$ cat src/rtl/ahbl_cmd_master_pkg.sv
`default_nettype none
// ============================================================================
// Module      : ahbl_cmd_master_pkg
// Description : AHB-lite encodings and the alignment helper used by the
//               command master.
// Revision    : 1.0  initial release
// ============================================================================
package ahbl_cmd_master_pkg;

    localparam logic [1:0] c_htrans_idle   = 2'b00;
    localparam logic [1:0] c_htrans_nonseq = 2'b10;

    localparam logic [2:0] c_hsize_byte = 3'd0;
    localparam logic [2:0] c_hsize_half = 3'd1;
    localparam logic [2:0] c_hsize_word = 3'd2;

    localparam logic [2:0] c_hburst_single = 3'b000;
    localparam logic [3:0] c_hprot_data    = 4'b0011;

    // Sizes beyond a word are not supported on a 32-bit bus and are treated
    // the same as a misaligned request.
    function automatic logic is_misaligned(input logic [2:0] size, input logic [1:0] lsb);
        return (size > c_hsize_word) ||
               ((size == c_hsize_half) && lsb[0]) ||
               ((size == c_hsize_word) && (lsb != 2'b00));
    endfunction

endpackage
`default_nettype wire

$ cat src/rtl/ahbl_cmd_master.sv
`default_nettype none
// ============================================================================
// Module      : ahbl_cmd_master
// Description : Single-transfer AHB-lite initiator. Converts a valid/ready
//               command stream into pipelined NONSEQ/SINGLE transfers and
//               returns in-order responses.
// Revision    : 1.0  initial release
// ============================================================================
import ahbl_cmd_master_pkg::*;

module ahbl_cmd_master #(
    parameter int W_ADDR = 32,
    parameter int W_DATA = 32
) (
    input  logic              clk,
    input  logic              rst_n,
    input  logic              req_valid,
    output logic              req_ready,
    input  logic              req_write,
    input  logic [W_ADDR-1:0] req_addr,
    input  logic [2:0]        req_size,
    input  logic [W_DATA-1:0] req_wdata,
    output logic              rsp_valid,
    output logic              rsp_err,
    output logic [W_DATA-1:0] rsp_rdata,
    output logic [1:0]        ahblm_htrans,
    output logic [W_ADDR-1:0] ahblm_haddr,
    output logic              ahblm_hwrite,
    output logic [2:0]        ahblm_hsize,
    output logic [2:0]        ahblm_hburst,
    output logic [3:0]        ahblm_hprot,
    output logic              ahblm_hmastlock,
    output logic [W_DATA-1:0] ahblm_hwdata,
    input  logic              ahblm_hready,
    input  logic              ahblm_hresp,
    input  logic [W_DATA-1:0] ahblm_hrdata
);

    // Address-phase slot: its fields are the bus address-phase registers.
    logic              r_a_valid;
    logic              r_a_write;
    logic [W_ADDR-1:0] r_a_addr;
    logic [2:0]        r_a_size;
    logic [W_DATA-1:0] r_a_wdata;
    logic [1:0]        r_htrans;

    // Data-phase slot.
    logic              r_d_valid;
    logic              r_d_write;
    logic [W_DATA-1:0] r_d_wdata;

    logic              r_err_hold;
    logic              r_rsp_valid;
    logic              r_rsp_err;
    logic [W_DATA-1:0] r_rsp_rdata;

    logic w_misaligned;
    logic w_a_issued;
    logic w_accept;
    logic w_a_valid_n;
    logic w_err_hold_n;

    assign w_misaligned = is_misaligned(req_size, req_addr[1:0]);
    // A is only on the bus while NONSEQ is driven; during err_hold it is masked.
    assign w_a_issued   = (r_htrans == c_htrans_nonseq);

    assign req_ready = rst_n && !r_err_hold && (!r_a_valid || ahblm_hready) &&
                       !(w_misaligned && (r_a_valid || r_d_valid));
    assign w_accept  = req_valid && req_ready;

    always_comb begin
        w_a_valid_n  = r_a_valid;
        w_err_hold_n = r_err_hold;
        if (w_accept && !w_misaligned) begin
            w_a_valid_n = 1'b1;
        end else if (ahblm_hready && w_a_issued) begin
            w_a_valid_n = 1'b0;
        end
        // First ERROR cycle arms the hold; any completing cycle releases it.
        if (ahblm_hready) begin
            w_err_hold_n = 1'b0;
        end else if (ahblm_hresp && r_d_valid) begin
            w_err_hold_n = 1'b1;
        end
    end

    always_ff @(posedge clk) begin
        if (!rst_n) begin
            r_a_valid   <= 1'b0;
            r_a_write   <= 1'b0;
            r_a_addr    <= '0;
            r_a_size    <= 3'd0;
            r_a_wdata   <= '0;
            r_htrans    <= c_htrans_idle;
            r_d_valid   <= 1'b0;
            r_d_write   <= 1'b0;
            r_d_wdata   <= '0;
            r_err_hold  <= 1'b0;
            r_rsp_valid <= 1'b0;
            r_rsp_err   <= 1'b0;
            r_rsp_rdata <= '0;
        end else begin
            r_rsp_valid <= 1'b0;
            r_rsp_err   <= 1'b0;
            r_rsp_rdata <= '0;
            r_a_valid   <= w_a_valid_n;
            r_err_hold  <= w_err_hold_n;
            r_htrans    <= (w_a_valid_n && !w_err_hold_n) ? c_htrans_nonseq : c_htrans_idle;

            if (ahblm_hready) begin
                if (r_d_valid) begin
                    r_rsp_valid <= 1'b1;
                    r_rsp_err   <= ahblm_hresp;
                    r_rsp_rdata <= (!r_d_write && !ahblm_hresp) ? ahblm_hrdata : '0;
                end
                r_d_valid <= w_a_issued;
                if (w_a_issued) begin
                    r_d_write <= r_a_write;
                    r_d_wdata <= r_a_wdata;
                end
            end

            // Misaligned commands only enter with an empty pipeline, so their
            // response can never collide with a data-phase completion.
            if (w_accept) begin
                if (w_misaligned) begin
                    r_rsp_valid <= 1'b1;
                    r_rsp_err   <= 1'b1;
                end else begin
                    r_a_write <= req_write;
                    r_a_addr  <= req_addr;
                    r_a_size  <= req_size;
                    r_a_wdata <= req_wdata;
                end
            end
        end
    end

    assign rsp_valid       = r_rsp_valid;
    assign rsp_err         = r_rsp_err;
    assign rsp_rdata       = r_rsp_rdata;
    assign ahblm_htrans    = r_htrans;
    assign ahblm_haddr     = r_a_addr;
    assign ahblm_hwrite    = r_a_write;
    assign ahblm_hsize     = r_a_size;
    assign ahblm_hburst    = c_hburst_single;
    assign ahblm_hprot     = c_hprot_data;
    assign ahblm_hmastlock = 1'b0;
    assign ahblm_hwdata    = r_d_wdata;

endmodule
`default_nettype wire

$ cat config.mk
export PLATFORM = sky130hd
export DESIGN_NAME = ahbl_cmd_master
export DESIGN_NICKNAME = d
export VERILOG_FILES = /design/src/rtl/ahbl_cmd_master_pkg.sv /design/src/rtl/ahbl_cmd_master.sv
export SDC_FILE = /design/constraint.sdc
export NUM_CORES = 1
export LEC_CHECK = 0
export CORE_ASPECT_RATIO = 1.5
export CORE_UTILIZATION = 38
export CTS_CLUSTER_DIAMETER = 200
export CTS_CLUSTER_SIZE = 10
export DETAILED_ROUTE_END_ITERATION = 6
export PLACE_DENSITY = 0.86
export SYNTH_ARGS = -nofsm -noshare
export SYNTH_HDL_FRONTEND = slang
export SYNTH_SLANG_ARGS = --single-unit
$ cat constraint.sdc
create_clock -name clk -period 1.8 [get_ports clk]
set_input_delay 0.36 -clock clk [delete_from_list [all_inputs] [get_ports clk]]
set_output_delay 0.36 -clock clk [all_outputs]
set_load 0.01 [all_outputs]
* Word level (Yosys, flattened, before mapping) *
Cells that the tools add are included.

word-level totals
  register bits after elaboration = 140
  latch bits = 0
  RAM bits = 0
  ROM bits = 0
  input port bits = 105
  output and inout port bits = 113
  word-level logic and storage cells = 58
  memories kept = 0

operators by class
  add/subtract/negate cells = 0
  $mul = 0
  divide/modulo/power cells = 0
  order comparisons = 1
  eq/ne operators = 3
  shift operators = 0
  muxes and demuxes = 13
  bitwise logic cells = 1
  reductions and logical operators = 27

operators by type and width
  cell                                                                             number
  1-bit logical AND                                                                12
  1-bit two-way mux                                                                12
  1-bit logical NOT                                                                7
  1-bit logical OR                                                                 4
  2-bit AND reduction                                                              2
  4-bit AND reduction                                                              1
  3-bit by 1-bit == test with 1-bit output, second input constant                  1
  3-bit by 2-bit == test with 1-bit output, second input constant                  1
  3-bit by 2-bit greater-than comparator with 1-bit output, second input constant  1
  2-bit == test, second input constant                                             1
  2-bit two-way mux                                                                1
  2-bit nonzero test                                                               1
  1-bit NOT                                                                        1

* Depth between registers and ports, before layout *
Gate-level depths: netlist of the first run.

  depth in word-level cells = 12
  mapped depth = 7

* Least setup slack after synthesis of the first run *
Ideal clock, no wire load.

  path kind = input to output
  start = input port req_size[0]
  end = output port req_ready
  data arrival time = 1.584 ns
  required time = 1.440 ns
  setup slack = -0.144 ns
  cell stages on the path = 5
  buffers on the path = 1
  path through = or3_4 -> a21oi_4 -> clkbuf_1 -> o21bai_1 -> a21oi_1

between the ends
  longest elaborated chain between the ends = 7

RTL lines
  item                                                                                                              RTL line                   text
  start: declaration                                                                                                ahbl_cmd_master.sv:21      input logic [2:0] req_size,
  parallel branches: the longest is 3 deep, another holds 3-bit by 2-bit greater-than comparator with 1-bit output  --
  1-bit logical OR (*)                                                                                              ahbl_cmd_master_pkg.sv:24  ((size == c_hsize_half) && lsb[0]) ||
  1-bit logical AND (*)                                                                                             ahbl_cmd_master.sv:68      !(w_misaligned && (r_a_valid || r_d_valid));
  1-bit logical NOT (*)                                                                                             ahbl_cmd_master.sv:68
  1-bit logical AND (*)                                                                                             ahbl_cmd_master.sv:67      assign req_ready = rst_n && !r_err_hold && (!r_a_valid || ahblm_hready) &&
  end: declaration                                                                                                  ahbl_cmd_master.sv:18      output logic req_ready,

Mark *: on every way between the ends.

* Worst setup path after layout of the first run *
  start = input port req_addr[1]
  end = output port req_ready

between the ends
  longest elaborated chain between the ends = 6

RTL lines
  item                RTL line                   text
  start: declaration  ahbl_cmd_master.sv:20      input logic [W_ADDR-1:0] req_addr,
  2-bit nonzero test  ahbl_cmd_master_pkg.sv:25  ((size == c_hsize_word) && (lsb != 2'b00));
  1-bit logical AND   ahbl_cmd_master_pkg.sv:25
  1-bit logical OR    ahbl_cmd_master_pkg.sv:24
  1-bit logical AND   ahbl_cmd_master.sv:68
  1-bit logical NOT   ahbl_cmd_master.sv:68
  1-bit logical AND   ahbl_cmd_master.sv:67

Every way passes these cells.

==> results of run 1 <==
through the flow:
step / TNS [ns] / util [%]
floorplan: 0 / -
global placement: -28.91 / 57.4
detailed placement: -30.80 / 57.4
CTS: 0 / 61.8
global route: -0.0299 / 61.9
finish: 0 / 61.9
sequential cells by signal, summed over array words and instances (netlist names), 3 cells and up:
name and cells:
ahblm_hsize 3, ahblm_hwdata 32, ahblm_haddr 32, r_a_wdata 32, rsp_rdata 32
cell type report:
class                   instances  area (sq um)  share of cell area, %
clock buffers                  20           457                   5.90
clock inverters                12           114                   1.47
inverters                       2          7.51                 0.0970
multi-input cells             368          1880                   24.3
flip-flops and latches        139          2780                   35.9
well taps                     156           195                   2.52
repair buffers                229          2300                   29.8
routing by layer:
layer / share of wire, % / wire (um) / GRT usage [%] / vias up
met4: 4.6 / 626 / 12.8 / 0
met3: 5.6 / 765 / 5.66 / 43
li1: - / - / - / 2201
met2: 52 / 7140 / 37.7 / 164
met1: 38 / 5200 / 21.8 / 2104
met5: 0 / 0 / 0 / -
power by group:
part	switching [mW]	total, mW	internal, mW
Sequential	0.0294	3.17	3.14
Clock	1.35	3.34	1.99
Combinational	0.238	0.569	0.331
Total	1.61	7.07	5.46
path summary, 6_finish.rpt:
| path | from | endpoint | slack (ns) | cells after the start |
|---|---|---|---|---|
| worst max register to register | r_err_hold | ahblm_haddr[22] | 0.33 | 5 |
| worst min-delay path | req_addr[1] | ahblm_haddr[1] | 0.17 | 3 |
| worst max-delay path | req_addr[1] | req_ready | 0.03 | 6 |
| worst min register to register | ahblm_haddr[13] | ahblm_haddr[13] | 0.44 | 2 |
critical path: stages:
cell	delay [ns]
buf_6	0.09
or3_4	0.38
a21oi_4	0.20
o21bai_1	0.11
a21oi_2	0.12
buf_2	0.14
what timing repair did:
action,4_1_cts,5_1_grt
setup buffers,0,0
endpoints found under the hold margin,0,0
endpoints found under the setup margin,15,1
hold buffers,0,0
gates resized for setup,18,1
pin swaps,4,0
gates cloned,0,0
placed cells by master (no fill, tap or decap), types with 2 or more instances in the layout:
cell type / n
and2_1: 34
inv_6: 4
clkinv_2: 2
nand3_1: 58
nand4_1: 2
buf_12: 6
clkbuf_16: 17
clkinvlp_4: 4
buf_6: 2
a21oi_4: 2
clkdlybuf4s50_1: 202
o41ai_1: 2
buf_4: 16
a21boi_0: 34
a21oi_1: 2
conb_1: 9
clkbuf_8: 2
nand2_1: 146
mux2i_1: 9
o21ai_0: 59
buf_2: 2
dfxtp_1: 139
inv_1: 2
cell families after synthesis:
logic type / Yosys count / synth area share (%)
and+or+nand+nor: 247 / 22.8
DFF: 139 / 56.9
AOI/OAI and AO/OA: 103 / 12.8
buffers and inverters: 55 / 5.58
muxes: 9 / 1.84
other: 2 / 0.154
==> run_results.csv, run 1 <==
group,metric,value,unit
floorplanning,core.rowCount,50,
pwr,power,7.07,mW
synthesis,async_reset_ff_share,0,%
synthesis,synth_cells,555,
floorplanning,die_area,13300,sq um
timing,hold_viol_final,0,
critical_path,required,1.44,ns
timing,layout_setup_ws,0.0312,ns
cts,cts_root_buf,"clkbuf_16",
timing,rsz0062_at_grt,"true",
synthesis,ys_ff_latch,139,
place,dp.cells,894,
synthesis,seq_area_frac_synth,56.9,%
detailed_routing,num_vias,4512,
timing,worstMarginPinSlew,0.565,ns
critical_path,path_max_fanout,4,
floorplanning,boundaryPins,218,
pwr,power_density,913,nW/um^2
synthesis,synth_common_cells,"nand2_1 (146), dfxtp_1 (139), o21ai_0 (59)",
floorplanning,core,12500,sq um
floorplanning,chipHeight,141,um
cts,cts_sinks,139,
detailed_routing,ant_nets,0,
grt,track_usage,21.3,%
synthesis,synth.cell_area,4890,sq um
layout,stdcell_count,926,
flow_run,cap_viol_max_count,0,
timing,maxSlewHeadroom,62.4,%
critical_path,crit_type,"in -> out",
detailed_routing,wl_per_cell,14.8,um
grt,grt_max_degree,63,
layout,areaGrowthSynthToFinish,58.3,%
cts,cts_tree,"built",
synthesis,yosysTopAreaCell,"dfxtp_1",
run_status,outcome,"complete, no violations",
grt,grt_pass1_vias,4378,
synthesis,synth.area.top_cells,"dfxtp_1 (57%), nand2_1 (11%), o21ai_0 (6.0%), nand3_1 (5.9%), a21boi_0 (5.2%)",
layout,fin_area,7740,sq um
cts,cts.clk_slew.worst_paths,0.06,ns
timing,drv_slew,0,
detailed_routing,first_pass_iters,4,
detailed_routing,drc,0,
cts,clk_latency,0.41,ns
detailed_routing,first_iter_violations,205,
synthesis,synth_most_common_cell,"nand2_1",
timing,timing.hold.ws,0.169,ns
timing,finalSetupViolCount,0,
place,io_buffers,208,
timing,skew,0.00588,ns
layout,fin_nets,862,
synthesis,synth_edf_count,0,
pwr,leakagePower,2.78,nW
synthesis,synth_top_area_share,56.9,%
cts,clockBufferDepth,2,
timing,min_period_over_period,98.3,%
layout,fillers,1029,
detailed_routing,vias_per_cell,4.87,
cts,htree_levels,4,
place,place.gp.congestion,0.847,
grt,grt_pass1_wl,21.6,mm
critical_path,arrival,1.41,ns
place,dp_slack,-0.777,ns
place,placed_area,7180,sq um
cts,cts_buffers,17,
grt,grt-ovfl-total,0,
synthesis,ys_types,28,
synthesis,yosys_warnings,0,
synthesis,synth-main-ff-cell,"dfxtp_1",
critical_path,crit_path_end_kind,"output pin",
min_path,worstHoldPathType,"in -> reg",
detailed_routing,drt_wl_total,13.7,mm
pwr,peakVddDrop,0.830,mV
synthesis,avgSynthCellArea,8.81,sq um
layout,drive_gt1_share,8.18,%
grt,antenna_found_initial,0,
timing,period_needed,1.77,ns
floorplanning,die_width,94.6,um
place,post-dp-hpwl,9.38,mm
timing,fmaxAchievable,565,MHz
floorplanning,start_util,39.1,%
critical_path,critPathLaunchType,"primary input",
layout,n_antenna_cell,0,
Note: power is estimated with default switching activity, not from simulation.
==> run 2, diff against run 1 <==
--- a/config.mk
+++ b/config.mk
@@ -6,11 +6,11 @@
 export NUM_CORES = 1
 export LEC_CHECK = 0
 export CORE_ASPECT_RATIO = 1.5
-export CORE_UTILIZATION = 38
+export CORE_UTILIZATION = 42
 export CTS_CLUSTER_DIAMETER = 200
 export CTS_CLUSTER_SIZE = 10
 export DETAILED_ROUTE_END_ITERATION = 6
-export PLACE_DENSITY = 0.86
+export PLACE_DENSITY = 0.89
 export SYNTH_ARGS = -nofsm -noshare
 export SYNTH_HDL_FRONTEND = slang
 export SYNTH_SLANG_ARGS = --single-unit
==> constraint.sdc (replaced) <==
create_clock -name clk -period 1.7 [get_ports clk]
set_input_delay 0.34 -clock clk [delete_from_list [all_inputs] [get_ports clk]]
set_output_delay 0.34 -clock clk [all_outputs]
set_load 0.01 [all_outputs]
==> run 2 against run 1 <==
Net effect: the run now ends with negative setup slack left; clock-buffer cell count is 1 lower; first-iteration DRC count is 6.3% lower; cell count is 0.43% lower; sequential power is 6% higher; die area is 9.4% lower; worst hold slack better by 0.018 ns; critical endpoint unchanged; largest power group unchanged.
==> run_results.csv, run 2 (same netlist as run 1, synthesis figures left out) <==
group,metric,value,unit
pwr,leakagePower,2.97,nW
grt,grt_max_degree,60,
cts,cts_sinks,139,
critical_path,arrival,1.49,ns
floorplanning,core.rowCount,47,
detailed_routing,first_pass_iters,5,
critical_path,r2r_slack,0.31,ns
critical_path,required,1.36,ns
critical_path,path_max_fanout,4,
grt,antenna_found_initial,0,
detailed_routing,ant_nets,0,
timing,period_needed,1.83,ns
grt,grt-ovfl-total,0,
floorplanning,boundaryPins,218,
grt,grt_pass1_vias,4843,
layout,layout_commonest_cell,"clkdlybuf4s50_1",
layout,n_antenna_cell,0,
pwr,power_density,1020,nW/um^2
layout,fin_nets,867,
timing,finalSetupViolCount,1,
run_status,violations,"negative setup slack",
layout,areaGrowthSynthToFinish,61.7,%
detailed_routing,vias_per_cell,5.06,
floorplanning,die_width,90.1,um
timing,hold_viol_final,0,
grt,track_usage,24.6,%
layout,fin_area,7910,sq um
cts,clockBufferDepth,2,
min_path,holdPathStages,3,
timing,maxSlewHeadroom,62.1,%
critical_path,rr_endpoint,"r_a_wdata[9]",
critical_path,slowest_delay,0.39,ns
cts,cts.clk_slew.worst_paths,0.06,ns
place,placed_area,7230,sq um
timing,skew,0.0106,ns
critical_path,critPathLaunchType,"primary input",
floorplanning,chipHeight,134,um
min_path,min_from,"req_addr[1]",
floorplanning,start_util,43.8,%
layout,final_cell_mix,"clkdlybuf4s50_1 (195), nand2_1 (146), dfxtp_1 (139), o21ai_0 (59), nand3_1 (58)",
cts,htree_levels,4,
critical_path,crit_type,"in -> out",
run_status,outcome,"complete, but fails checks",
critical_path,ff2ff_path_depth,5,
timing,fmaxAchievable,545,MHz
timing,rsz0062_at_grt,"true",
min_path,worstHoldPathType,"in -> reg",
place,post-dp-hpwl,10.2,mm
min_path,min_to,"ahblm_haddr[1]",
critical_path,slowest_stage,"or3_4",
detailed_routing,first_iter_violations,192,
critical_path,crit_chain,"buf_6 > or3_4 > a21oi_4 > nand2_1 > a21oi_2 > buf_2",
timing,min_period_over_period,108,%
detailed_routing,drc,0,
flow_run,cap_viol_max_count,0,
grt,grt_pass1_wl,23.2,mm
cts,holdBufCountCts,0,
detailed_routing,num_vias,4665,
floorplanning,core,11200,sq um
pwr,peakVddDrop,0.692,mV
place,place.gp.congestion,0.799,
cts,cts_tree,"built",
timing,layout_setup_ws,-0.134,ns
pwr,power,8.07,mW
cts,cts_buffers,17,
timing,drv_slew,0,
timing,worstMarginPinSlew,0.569,ns
cts,clk_latency,0.41,ns
layout,drive_gt1_share,8.90,%
floorplanning,die_area,12100,sq um
critical_path,r2r_start,"r_err_hold",
detailed_routing,wl_per_cell,15.7,um
cts,cts_root_buf,"clkbuf_16",
critical_path,path_buf_inv,2,
detailed_routing,drt_wl_total,14.5,mm
timing,timing.hold.ws,0.186,ns
critical_path,cp_top_family,"simple AND/OR/NAND/NOR gates",
place,io_buffers,208,
critical_path,crit_path_end_kind,"output pin",
layout,fillers,805,
==> run 2: how the worst max path moves through the flow <==
| stage | from | end | slack, ns | cells after the start |
|---|---|---|---|---|
| 2_1_floorplan | req_size[0] | req_ready | -0.009 | 5 |
| 3_3_place_gp | req_size[0] | req_ready | -0.88 | 6 |
| 3_5_place_dp | req_size[0] | req_ready | -0.94 | 6 |
| 4_1_cts | req_size[0] | req_ready | -0.20 | 6 |
| 5_1_grt | req_size[0] | req_ready | -0.17 | 6 |
| 6_report | req_size[0] | req_ready | -0.13 | 6 |
==> run 2: what timing repair did <==
item                                    in CTS  in global routing
setup buffers                                1                  1
pin swaps                                    4                  3
gates cloned                                 0                  0
endpoints found under the setup margin      70                 61
resized for setup                           20                  6
==> run 2: cell type report <==
class	instances	area [sq um]	area share [%]
clock inverters	13	211	2.67
clock buffers	19	453	5.73
flip-flops and latches	139	2780	35.2
well taps	147	184	2.33
multi-input cells	368	1880	23.8
inverters	2	7.51	0.0949
repair buffers	234	2390	30.2
==> run 2: layer usage <==
metal / up-vias / share of wire [%] / GRT usage [%]
met2: 223 / 52 / 45.1
met3: 63 / 7.1 / 8.33
met4: 0 / 5.5 / 15.4
li1: 2222 / - / -
met1: 2157 / 35 / 23.5
met5: - / 0 / 0
==> run 2: metrics by stage <==
step	setup TNS [ns]	std cells	utilization [%]	setup slack, ns
after floorplan	-0.00876	562	-	-0.00876
after global placement	-42.92	888	64.7	-0.884
after detailed placement	-50.10	888	64.7	-0.939
after CTS	-0.203	921	70.6	-0.203
after global routing	-0.307	922	70.8	-0.168
final	-0.134	922	70.8	-0.134
==> run 2: report_power, final <==
group	switching [mW]	internal (mW)	total, mW
Clock	1.40	2.69	4.09
Sequential	0.0313	3.32	3.35
Combinational	0.260	0.361	0.621
Total	1.69	6.38	8.07
==> run 2: worst min-delay path, cell delays in order <==
cell and delay [ns]:
buf_2 0.09, nand3_1 0.06, o21ai_0 0.06
